<file path="src/rtl/riscv_pkg.sv">
// Shared definitions for the 5-stage core: hazard FSM state encoding and
// E-stage forwarding mux select codes.
package riscv_pkg;

    typedef enum logic [1:0] {
        ST_BOOT     = 2'd0,
        ST_RUN      = 2'd1,
        ST_MEM_WAIT = 2'd2,
        ST_ERROR    = 2'd3
    } hz_state_t;

    localparam logic [1:0] FWD_RF = 2'b00;  // operand from register file
    localparam logic [1:0] FWD_W  = 2'b01;  // operand from W-stage result
    localparam logic [1:0] FWD_M  = 2'b10;  // operand from M-stage ALU result

endpackage

</file>
<file path="src/rtl/hazard_controller_forward_sel.sv">
// Forwarding source select for one E-stage operand. The M stage holds the
// younger result and therefore wins over W; x0 is hard-wired zero and is
// never forwarded.
module forward_sel
    import riscv_pkg::*;
(
    input  logic [4:0] rs_e,
    input  logic [4:0] rd_m,
    input  logic [4:0] rd_w,
    input  logic       reg_write_m,
    input  logic       reg_write_w,
    output logic [1:0] fwd_sel
);

    // Compare the E source against M then W destinations.
    always_comb begin
        fwd_sel = FWD_RF;
        if (reg_write_m && (rd_m != 5'd0) && (rd_m == rs_e)) begin
            fwd_sel = FWD_M;
        end else if (reg_write_w && (rd_w != 5'd0) && (rd_w == rs_e)) begin
            fwd_sel = FWD_W;
        end
    end

endmodule

</file>
<file path="src/rtl/hazard_controller.sv">
// Central hazard/sequencing controller. Produces stall/flush controls for the
// pipeline registers and E-stage forwarding selects. Handles load-use and
// taken-branch hazards, data-memory wait states with a timeout watchdog, a
// post-reset boot flush, and a saturating stall-cycle performance counter.
// Only the FSM state and counters are registered; all outputs are
// combinational from state and inputs.
module hazard_controller
    import riscv_pkg::*;
#(
    parameter int BOOT_CYCLES = 2,
    parameter int MEM_TIMEOUT = 16,
    parameter int CNT_W       = 16
) (
    input  logic             clk,
    input  logic             reset,
    input  logic [4:0]       Rs1D,
    input  logic [4:0]       Rs2D,
    input  logic [4:0]       Rs1E,
    input  logic [4:0]       Rs2E,
    input  logic [4:0]       RdE,
    input  logic [4:0]       RdM,
    input  logic [4:0]       RdW,
    input  logic             LoadE,
    input  logic             RegWriteM,
    input  logic             RegWriteW,
    input  logic             PCSrcE,
    input  logic             MemReqM,
    input  logic             dmem_ready,
    output logic             StallF,
    output logic             StallD,
    output logic             StallE,
    output logic             StallM,
    output logic             FlushD,
    output logic             FlushE,
    output logic             FlushW,
    output logic [1:0]       ForwardAE,
    output logic [1:0]       ForwardBE,
    output logic             mem_timeout,
    output logic [CNT_W-1:0] stall_cycles
);

    localparam int BOOT_W = (BOOT_CYCLES > 1) ? $clog2(BOOT_CYCLES) : 1;
    localparam int WAIT_W = (MEM_TIMEOUT > 1) ? $clog2(MEM_TIMEOUT) : 1;
    localparam logic [BOOT_W-1:0] BOOT_LAST = BOOT_W'(BOOT_CYCLES - 1);
    // Last wait count before the watchdog fires (only meaningful when enabled).
    localparam logic [WAIT_W-1:0] WAIT_LAST =
        WAIT_W'((MEM_TIMEOUT > 0) ? (MEM_TIMEOUT - 1) : 0);

    hz_state_t         state_reg, state_next;
    logic [BOOT_W-1:0] boot_cnt_reg, boot_cnt_next;
    logic [WAIT_W-1:0] wait_cnt_reg, wait_cnt_next;
    logic [CNT_W-1:0]  stall_cycles_reg, stall_cycles_next;

    logic       lw_stall;
    logic       mem_stall;
    logic       active;
    logic [4:0] fwd_rs_e [2];
    logic [1:0] fwd_sel  [2];

    assign fwd_rs_e[0] = Rs1E;
    assign fwd_rs_e[1] = Rs2E;

    // One forwarding comparator per E-stage operand (A, B).
    generate
        for (genvar gi = 0; gi < 2; gi++) begin : g_fwd
            forward_sel u_forward_sel (
                .rs_e        (fwd_rs_e[gi]),
                .rd_m        (RdM),
                .rd_w        (RdW),
                .reg_write_m (RegWriteM),
                .reg_write_w (RegWriteW),
                .fwd_sel     (fwd_sel[gi])
            );
        end
    endgenerate

    assign active    = (state_reg == ST_RUN) || (state_reg == ST_MEM_WAIT);
    assign lw_stall  = LoadE && (RdE != 5'd0) && ((RdE == Rs1D) || (RdE == Rs2D));
    assign mem_stall = MemReqM && !dmem_ready;

    // State and counter registers; async active-low reset returns to BOOT.
    always_ff @(posedge clk or negedge reset) begin
        if (!reset) begin
            state_reg        <= ST_BOOT;
            boot_cnt_reg     <= '0;
            wait_cnt_reg     <= '0;
            stall_cycles_reg <= '0;
        end else begin
            state_reg        <= state_next;
            boot_cnt_reg     <= boot_cnt_next;
            wait_cnt_reg     <= wait_cnt_next;
            stall_cycles_reg <= stall_cycles_next;
        end
    end

    // Next-state logic: boot sequencing, memory wait tracking and watchdog.
    always_comb begin
        state_next    = state_reg;
        boot_cnt_next = boot_cnt_reg;
        wait_cnt_next = wait_cnt_reg;
        case (state_reg)
            ST_BOOT: begin
                if (boot_cnt_reg >= BOOT_LAST) begin
                    state_next    = ST_RUN;
                    boot_cnt_next = '0;
                end else begin
                    boot_cnt_next = boot_cnt_reg + 1'b1;
                end
            end
            ST_RUN: begin
                if (mem_stall) begin
                    state_next    = ST_MEM_WAIT;
                    wait_cnt_next = WAIT_W'(1);
                end
            end
            ST_MEM_WAIT: begin
                // A completing access wins over the watchdog on the threshold cycle.
                if (dmem_ready) begin
                    state_next    = ST_RUN;
                    wait_cnt_next = '0;
                end else if ((MEM_TIMEOUT != 0) && (wait_cnt_reg >= WAIT_LAST)) begin
                    state_next = ST_ERROR;
                end else if (MEM_TIMEOUT != 0) begin
                    wait_cnt_next = wait_cnt_reg + 1'b1;
                end
            end
            ST_ERROR: begin
                state_next = ST_ERROR;
            end
            default: begin
                state_next = ST_ERROR;
            end
        endcase
    end

    // Pipeline control outputs; a memory stall freezes everything and defers
    // branch/load-use handling until the access completes.
    always_comb begin
        StallF      = 1'b0;
        StallD      = 1'b0;
        StallE      = 1'b0;
        StallM      = 1'b0;
        FlushD      = 1'b0;
        FlushE      = 1'b0;
        FlushW      = 1'b0;
        ForwardAE   = FWD_RF;
        ForwardBE   = FWD_RF;
        mem_timeout = 1'b0;
        case (state_reg)
            ST_BOOT: begin
                StallF = 1'b1;
                FlushD = 1'b1;
                FlushE = 1'b1;
                FlushW = 1'b1;
            end
            ST_RUN, ST_MEM_WAIT: begin
                ForwardAE = fwd_sel[0];
                ForwardBE = fwd_sel[1];
                if (mem_stall) begin
                    StallF = 1'b1;
                    StallD = 1'b1;
                    StallE = 1'b1;
                    StallM = 1'b1;
                    FlushW = 1'b1;
                end else begin
                    StallF = lw_stall;
                    StallD = lw_stall;
                    FlushD = PCSrcE;
                    FlushE = lw_stall || PCSrcE;
                end
            end
            default: begin
                StallF      = 1'b1;
                StallD      = 1'b1;
                StallE      = 1'b1;
                StallM      = 1'b1;
                mem_timeout = 1'b1;
            end
        endcase
    end

    // Saturating count of fetch-stall cycles while the pipeline is running.
    always_comb begin
        stall_cycles_next = stall_cycles_reg;
        if (active && StallF && (stall_cycles_reg != {CNT_W{1'b1}})) begin
            stall_cycles_next = stall_cycles_reg + 1'b1;
        end
    end

    assign stall_cycles = stall_cycles_reg;

endmodule

</file>
<file path="config.mk">
export PLATFORM = sky130hd
export DESIGN_NAME = hazard_controller
export DESIGN_NICKNAME = d
export VERILOG_FILES = /design/src/rtl/riscv_pkg.sv /design/src/rtl/hazard_controller_forward_sel.sv /design/src/rtl/hazard_controller.sv
export SDC_FILE = /design/constraint.sdc
export NUM_CORES = 1
export LEC_CHECK = 0
export CORE_ASPECT_RATIO = 0.9
export CORE_UTILIZATION = 44
export CTS_CLUSTER_DIAMETER = 80
export DETAILED_ROUTE_END_ITERATION = 12
export GPL_TIMING_DRIVEN = 0
export PLACE_DENSITY_LB_ADDON = 0.08
export REMOVE_ABC_BUFFERS = 1
export SETUP_SLACK_MARGIN = 0.15
export SLEW_MARGIN = 20
export SYNTH_ARGS = -nofsm -noshare
export SYNTH_HDL_FRONTEND = slang
export SYNTH_SLANG_ARGS = --single-unit
</file>
<file path="constraint.sdc">
create_clock -name clk -period 2.83 [get_ports clk]
set_input_delay 0.4245 -clock clk [delete_from_list [all_inputs] [get_ports clk]]
set_output_delay 0.4245 -clock clk [all_outputs]
set_load 0.05 [all_outputs]
</file>
==> metrics.yaml, run 1 <==
finish:
  area_delta_synth_final_pct: 47.1
  register_area_sq_um: 576
  multi_input_area_sq_mm: 0.00121
  nNetsFinal: 318
  drive_gt1_share_pct: 14.6
  largest_reg_flops: 16
  antennaDiodeCount: 0
  layoutNonFillerInstCount: 313
  fillers: 329
placed_design:
  place_ws_ps: -660
  place_inst: 304
  dp_hpwl_mm: 3.11
  port_buffers: 70
  place.gp.congestion: 0.760
pwr:
  p_sw_w: 0.00111
  p_clk_share_pct: 9.4
  power.total_w: 0.00217
  power.leakage_nw: 1.09
  intPower_w: 0.00106
  p_seq_share_pct: 23.1
  peakVddDrop_mv: 0.619
  swShare_pct: 51.3
  pwr-share-comb_pct: 67.5
  p_per_area_mw_per_mm2: 826
setup_path:
  cp.arrival_ps: 2200
  worst_setup_path_end_kind: "output pin"
  critPathTopFamily: "simple AND/OR/NAND/NOR gates"
  rr_worst_depth: 7
  critPathMaxFanout: 3
  slowest_delay_ps: 510
  cp-start-kind: "input pin"
  critPathKind: "input pin to output pin"
  path_depth: 6
  worstPathRequired_ps: 2410
  worst_path_max_delay_cell: "or4_1"
  worstPathBufferInverterCount: 2
  crit_chain: "clkdlybuf4s50_1, or4_1, o21ai_2, nor4_1, nor4_2, buf_4"
floorplanning:
  start_util_pct: 46.8
  die_area_sq_mm: 0.00431
  io_pins: 71
  core_sq_mm: 0.00381
  die_h_microns: 62.4
  fp-row-count: 21
  die_x_microns: 69.1
grt:
  grt_max_degree: 24
  track_usage_pct: 18.5
  grt_pass1_vias: 1496
  antenna_found_initial: 0
  grt_overflow: 0
  grt_pass1_wl_mm: 6.61
yosys:
  avgSynthCellArea_sq_um: 9.29
  ys.flop_type: "dfrtp_1"
  synthTopCellsByCount: "31 x xor2_1, 23 x dfrtp_1, 17 x nand2_1"
  ys_seq_area_share_pct: 32.3
  post-synth-top-count-cell: "xor2_1"
  yosysTopAreaCell: "dfrtp_1"
  synth_edf_count: 0
  netlist_area_sq_mm: 0.00178
  synth_area_leaders: "dfrtp_1 32%, xor2_1 15%, xnor2_1 5.4%"
  yosysWarnings: 0
  synth_cell_types: 43
  netlist.area_leader.share_pct: 32.3
  syn_inst: 192
  async_flop_share_pct: 100
  ys_seq_elements: 23
clock_network:
  cts_tree: "built"
  root_buffer: "clkbuf_8"
  clockBufferDepth: 2
  clkSinkCount: 23
  path_clk_slew_ps: 80
  cts_hold_buffers: 0
  cts_buffers: 3
  clk_latency_ps: 260
  cts_max_level: 1
timing:
  grt_setup_unrepaired: "true"
  drv_slew: 0
  period_needed_ps: 2630
  clock_skew_ps: 3.02
  finalSetupViolCount: 0
  setup_slack_ps: 202
  hold_viol_final: 0
  max-slew-margin-rel_pct: 66.1
  tightest_slew_ps: 508
  period_share_pct: 92.9
  timing.fmax_mhz: 380
detailed_routing:
  first_pass_iters: 4
  viasPerCell: 5.27
  first_iter_violations: 103
  postRouteWirelength_mm: 3.94
  drcViolationCount: 0
  wl_per_cell_microns: 12.6
  dr_total_vias: 1649
  ant_nets: 0
worst_hold_path:
  worstHoldPathType: "input pin to asynchronous set/reset pin"
run:
  maxCapViolCount: 0
run_status:
  status: "completed"
## cells in the final DEF (no fill, tap or decap), drive strengths merged
| master | Yosys | routed |
|---|---|---|
| nand2b | 3 | 3 |
| o211ai | 2 | 2 |
| o41ai | 1 | 1 |
| xnor2 | 11 | 11 |
| clkdlybuf4s15 | 0 | 2 |
| buf | 2 | 11 |
| clkbuf | 2 | 3 |
| nor4b | 1 | 1 |
| nand4 | 8 | 8 |
| a31o | 1 | 1 |
| dlygate4sd2 | 0 | 1 |
| mux2 | 5 | 5 |
| a31oi | 2 | 2 |
| inv | 3 | 3 |
| nor2b | 2 | 2 |
| mux2i | 1 | 1 |
| xor2 | 31 | 31 |
| o21ai | 10 | 10 |
| nor3 | 2 | 2 |
| a22oi | 1 | 1 |
| dlymetal6s2s | 0 | 4 |
| nand2 | 18 | 18 |
| ha | 7 | 7 |
| o21a | 1 | 1 |
| nor3b | 4 | 4 |
| o221ai | 1 | 1 |
| nand3 | 11 | 11 |
| a21oi | 8 | 8 |
| and2 | 5 | 5 |
| and3 | 4 | 4 |
| or4 | 5 | 5 |
| nor2 | 13 | 13 |
| dfrtp | 23 | 23 |
| clkinv | 0 | 1 |
| clkdlybuf4s50 | 0 | 57 |
| nor4 | 4 | 4 |
## path summary, 6_finish.rpt
| path | startpoint | end | slack, ps |
|---|---|---|---|
| max in group asynchronous | reset | stall_cycles[7] | 2370 |
| min reg2reg | boot_cnt_reg | boot_cnt_reg | 460 |
| min | reset | wait_cnt_reg[3] | 120 |
| min in group clk | boot_cnt_reg | boot_cnt_reg | 460 |
| max | RdM[3] | ForwardAE[0] | 200 |
| max reg2reg | stall_cycles[0] | stall_cycles[1] | 830 |
## power by group through the flow
| stage | sequential [W] | clock (W) | combinational (W) |
|---|---|---|---|
| global placement | 0.000510 | 0 | 0.00137 |
| detailed placement | 0.000512 | 0 | 0.00138 |
| global route | 0.000512 | 0.000221 | 0.00156 |
| CTS | 0.000498 | 0.000210 | 0.00142 |
| floorplan | 0.000650 | 0 | 0.000791 |
| finish | 0.000500 | 0.000204 | 0.00146 |
## cell type report
class | instances | area share (%)
Clock buffer | 3 | 1.57
Clock inverter | 1 | 0.191
Inverter | 3 | 0.429
Multi-Input combinational cell | 162 | 46.0
Sequential cell | 23 | 21.9
Tap cell | 46 | 2.19
Timing Repair Buffer | 75 | 27.6
## logic make-up (layout without fill, tap and decap cells)
group           after synthesis  in the layout  share of synthesized area, %
compound gates               27             27                          10.5
xor+xnor                     42             42                          20.6
fa+ha+maj                     7              7                          4.91
buf+inv                       7             82                          2.11
flops                        23             23                          32.3
mux                           6              6                          3.93
simple gates                 80             80                          25.7
## metrics by stage
step | hold slack, ps | util [%] | cell area (sq um) | TNS, ps
2_1_floorplan | 129 | - | 1760 | -2900
3_3_place_gp | 452 | 66.0 | 2510 | -2460
3_5_place_dp | 455 | 66.0 | 2510 | -2690
4_1_cts | 466 | 67.6 | 2570 | 0
5_1_grt | 158 | 68.8 | 2620 | 0
6_report | 117 | 68.8 | 2620 | 0
## layer usage
| layer | up-vias | share of wire [%] | GRT usage, % |
|---|---|---|---|
| met1 | 759 | 46 | 23.4 |
| met4 | 0 | 1.3 | 6.12 |
| met5 | - | 0 | 0 |
| met2 | 56 | 47 | 31.7 |
| li1 | 830 | - | - |
| met3 | 4 | 6.0 | 3.71 |
## what timing repair did
| action | in CTS | in global routing |
|---|---|---|
| buffers inserted | 2 | 3 |
| pin swaps | 1 | 3 |
| endpoints found under the setup margin | 11 | 10 |
| resized for setup | 37 | 14 |
(Power assumes the default switching activity.)
==> run 2: changes to the inputs <==
--- a/config.mk
+++ b/config.mk
@@ -5,6 +5,7 @@
 export SDC_FILE = /design/constraint.sdc
 export NUM_CORES = 1
 export LEC_CHECK = 0
+export ABC_CLOCK_PERIOD_IN_PS = 2830
 export CORE_ASPECT_RATIO = 0.9
 export CORE_UTILIZATION = 44
 export CTS_CLUSTER_DIAMETER = 80
==> results of run 2 <==
No change in the layout: final DEF, timing and power equal those of run 1.
==> run 3: changes to the inputs <==
--- a/config.mk
+++ b/config.mk
@@ -11,6 +11,8 @@
 export CTS_CLUSTER_DIAMETER = 80
 export DETAILED_ROUTE_END_ITERATION = 12
 export GPL_TIMING_DRIVEN = 0
+export HOLD_SLACK_MARGIN = 0.06
+export MAX_ROUTING_LAYER = met4
 export PLACE_DENSITY_LB_ADDON = 0.08
 export REMOVE_ABC_BUFFERS = 1
 export SETUP_SLACK_MARGIN = 0.15
==> run 3 against run 2 <==
  * Global-route usage up 0.53 points
  * Die area is the same
  * Setup slack about the same
  * Sequential cell count did not move
  * Design area stayed put
  * Final cell count did not move
  * Clock power barely moved
  * Combinational power about the same
  * Critical path depth did not move
  * Power is essentially flat
  * Sequential power about the same
  * Largest cell class unchanged
  * Highest routed layer unchanged
==> metrics.yaml, run 3 (synthesized netlist as in run 1, its figures left out) <==
grt:
  grt_overflow: 0
  track_usage_pct: 19.1
  grt_pass1_wl_mm: 6.61
  grt_max_degree: 24
  antenna_found_initial: 0
  grt_pass1_vias: 1496
timing:
  grt_setup_unrepaired: "true"
  period_needed_ps: 2630
  tightest_slew_ps: 509
  hold_viol_final: 0
  drv_slew: 0
  period_share_pct: 92.9
  clock_skew_ps: 2.92
  finalSetupViolCount: 0
  timing.fmax_mhz: 380
  fin_setup_tns_ps: 0
  max-slew-margin-rel_pct: 66.1
finish:
  largest_reg_flops: 16
  area_delta_synth_final_pct: 47.1
  antennaDiodeCount: 0
  final_common_cell: "clkdlybuf4s50_1"
  layoutNonFillerInstCount: 313
  nNetsFinal: 318
  finish.utilization_pct: 68.8
  register_area_sq_um: 576
  multi_input_area_sq_mm: 0.00121
  fillers: 329
  fin_area_sq_mm: 0.00262
  drive_gt1_share_pct: 14.6
  final_cell_mix: "57 x clkdlybuf4s50_1, 31 x xor2_1, 23 x dfrtp_1, 17 x nand2_1"
detailed_routing:
  first_pass_iters: 4
  wl_per_cell_microns: 12.6
  dr_total_vias: 1650
  first_iter_violations: 103
  ant_nets: 0
  viasPerCell: 5.27
  postRouteWirelength_mm: 3.94
  drcViolationCount: 0
setup_path:
  worstPathBufferInverterCount: 2
  r2r_start: "stall_cycles[0]"
  critPathKind: "input pin to output pin"
  cp-startpoint: "RdM[3]"
  worst_setup_path_end_kind: "output pin"
  critPathMaxFanout: 3
  cp-start-kind: "input pin"
  slowest_delay_ps: 510
  worstPathRequired_ps: 2410
  crit_chain: "clkdlybuf4s50_1, or4_1, o21ai_2, nor4_1, nor4_2, buf_4"
  cp.arrival_ps: 2200
  critPathTopFamily: "simple AND/OR/NAND/NOR gates"
  worst_path_max_delay_cell: "or4_1"
placed_design:
  placedInstanceArea_sq_mm: 0.00251
  dp_hpwl_mm: 3.11
  place.gp.congestion: 0.770
  port_buffers: 70
  place_inst: 304
worst_hold_path:
  worstHoldPathType: "input pin to asynchronous set/reset pin"
floorplanning:
  io_pins: 71
  fp-row-count: 21
  die_area_sq_mm: 0.00431
  die_x_microns: 69.1
  die_h_microns: 62.4
  core_sq_mm: 0.00381
  start_util_pct: 46.8
clock_network:
  cts_buffers: 3
  cts_max_level: 1
  cts_hold_buffers: 0
  path_clk_slew_ps: 80
  root_buffer: "clkbuf_8"
  cts_tree: "built"
  clockBufferDepth: 2
  clk_latency_ps: 260
  clkSinkCount: 23
pwr:
  power.total_w: 0.00217
  p_per_area_mw_per_mm2: 826
  peakVddDrop_mv: 0.619
  power.leakage_nw: 1.09
run:
  maxCapViolCount: 0
run_status:
  status: "completed"
==> run 3: cell counts in the layout (fill, tap and decap cells not counted) <==
No cell type changed its count.
==> run 3: power breakdown <==
part           switching (W)  leakage [nW]  internal, W
clock network       0.000106        0.0255    0.0000983
registers          0.0000867         0.298     0.000413
logic               0.000918         0.767     0.000544
==> run 3: final cells by class <==
class | count | area share [%]
well taps | 46 | 2.19
inverters | 3 | 0.429
repair buffers | 75 | 27.6
clock buffers | 3 | 1.57
multi-input cells | 162 | 46.0
flip-flops and latches | 23 | 21.9
clock inverters | 1 | 0.191
==> run 3: path summary, 6_finish.rpt <==
kind | to | slack (ps) | cells past startpoint
max | ForwardAE[0] | 200 | 6
min | wait_cnt_reg[3] | 120 | 1
max reg2reg | stall_cycles[1] | 830 | 7
min reg2reg | boot_cnt_reg | 460 | 1
max in group asynchronous | stall_cycles[7] | 2370 | 1
min in group clk | boot_cnt_reg | 460 | 1
==> run 3: layer usage <==
layer,wire [microns],global-route usage [%]
met1,1810,23.6
met2,1860,31.7
met3,223,3.39
met4,46,6.12
met5,0,-
==> run 3: per-stage QoR <==
step / hold WS (ps) / setup WS, ps
finish: 117 / 202
global route: 158 / 120
CTS: 466 / 105
detailed placement: 455 / -660
global placement: 452 / -596
floorplan: 129 / -730
==> run 3: timing repair <==
item | 4_1_cts | 5_1_grt
resized for setup | 37 | 14
buffers inserted | 2 | 3
pin swaps | 1 | 3
setup endpoints to repair | 11 | 10
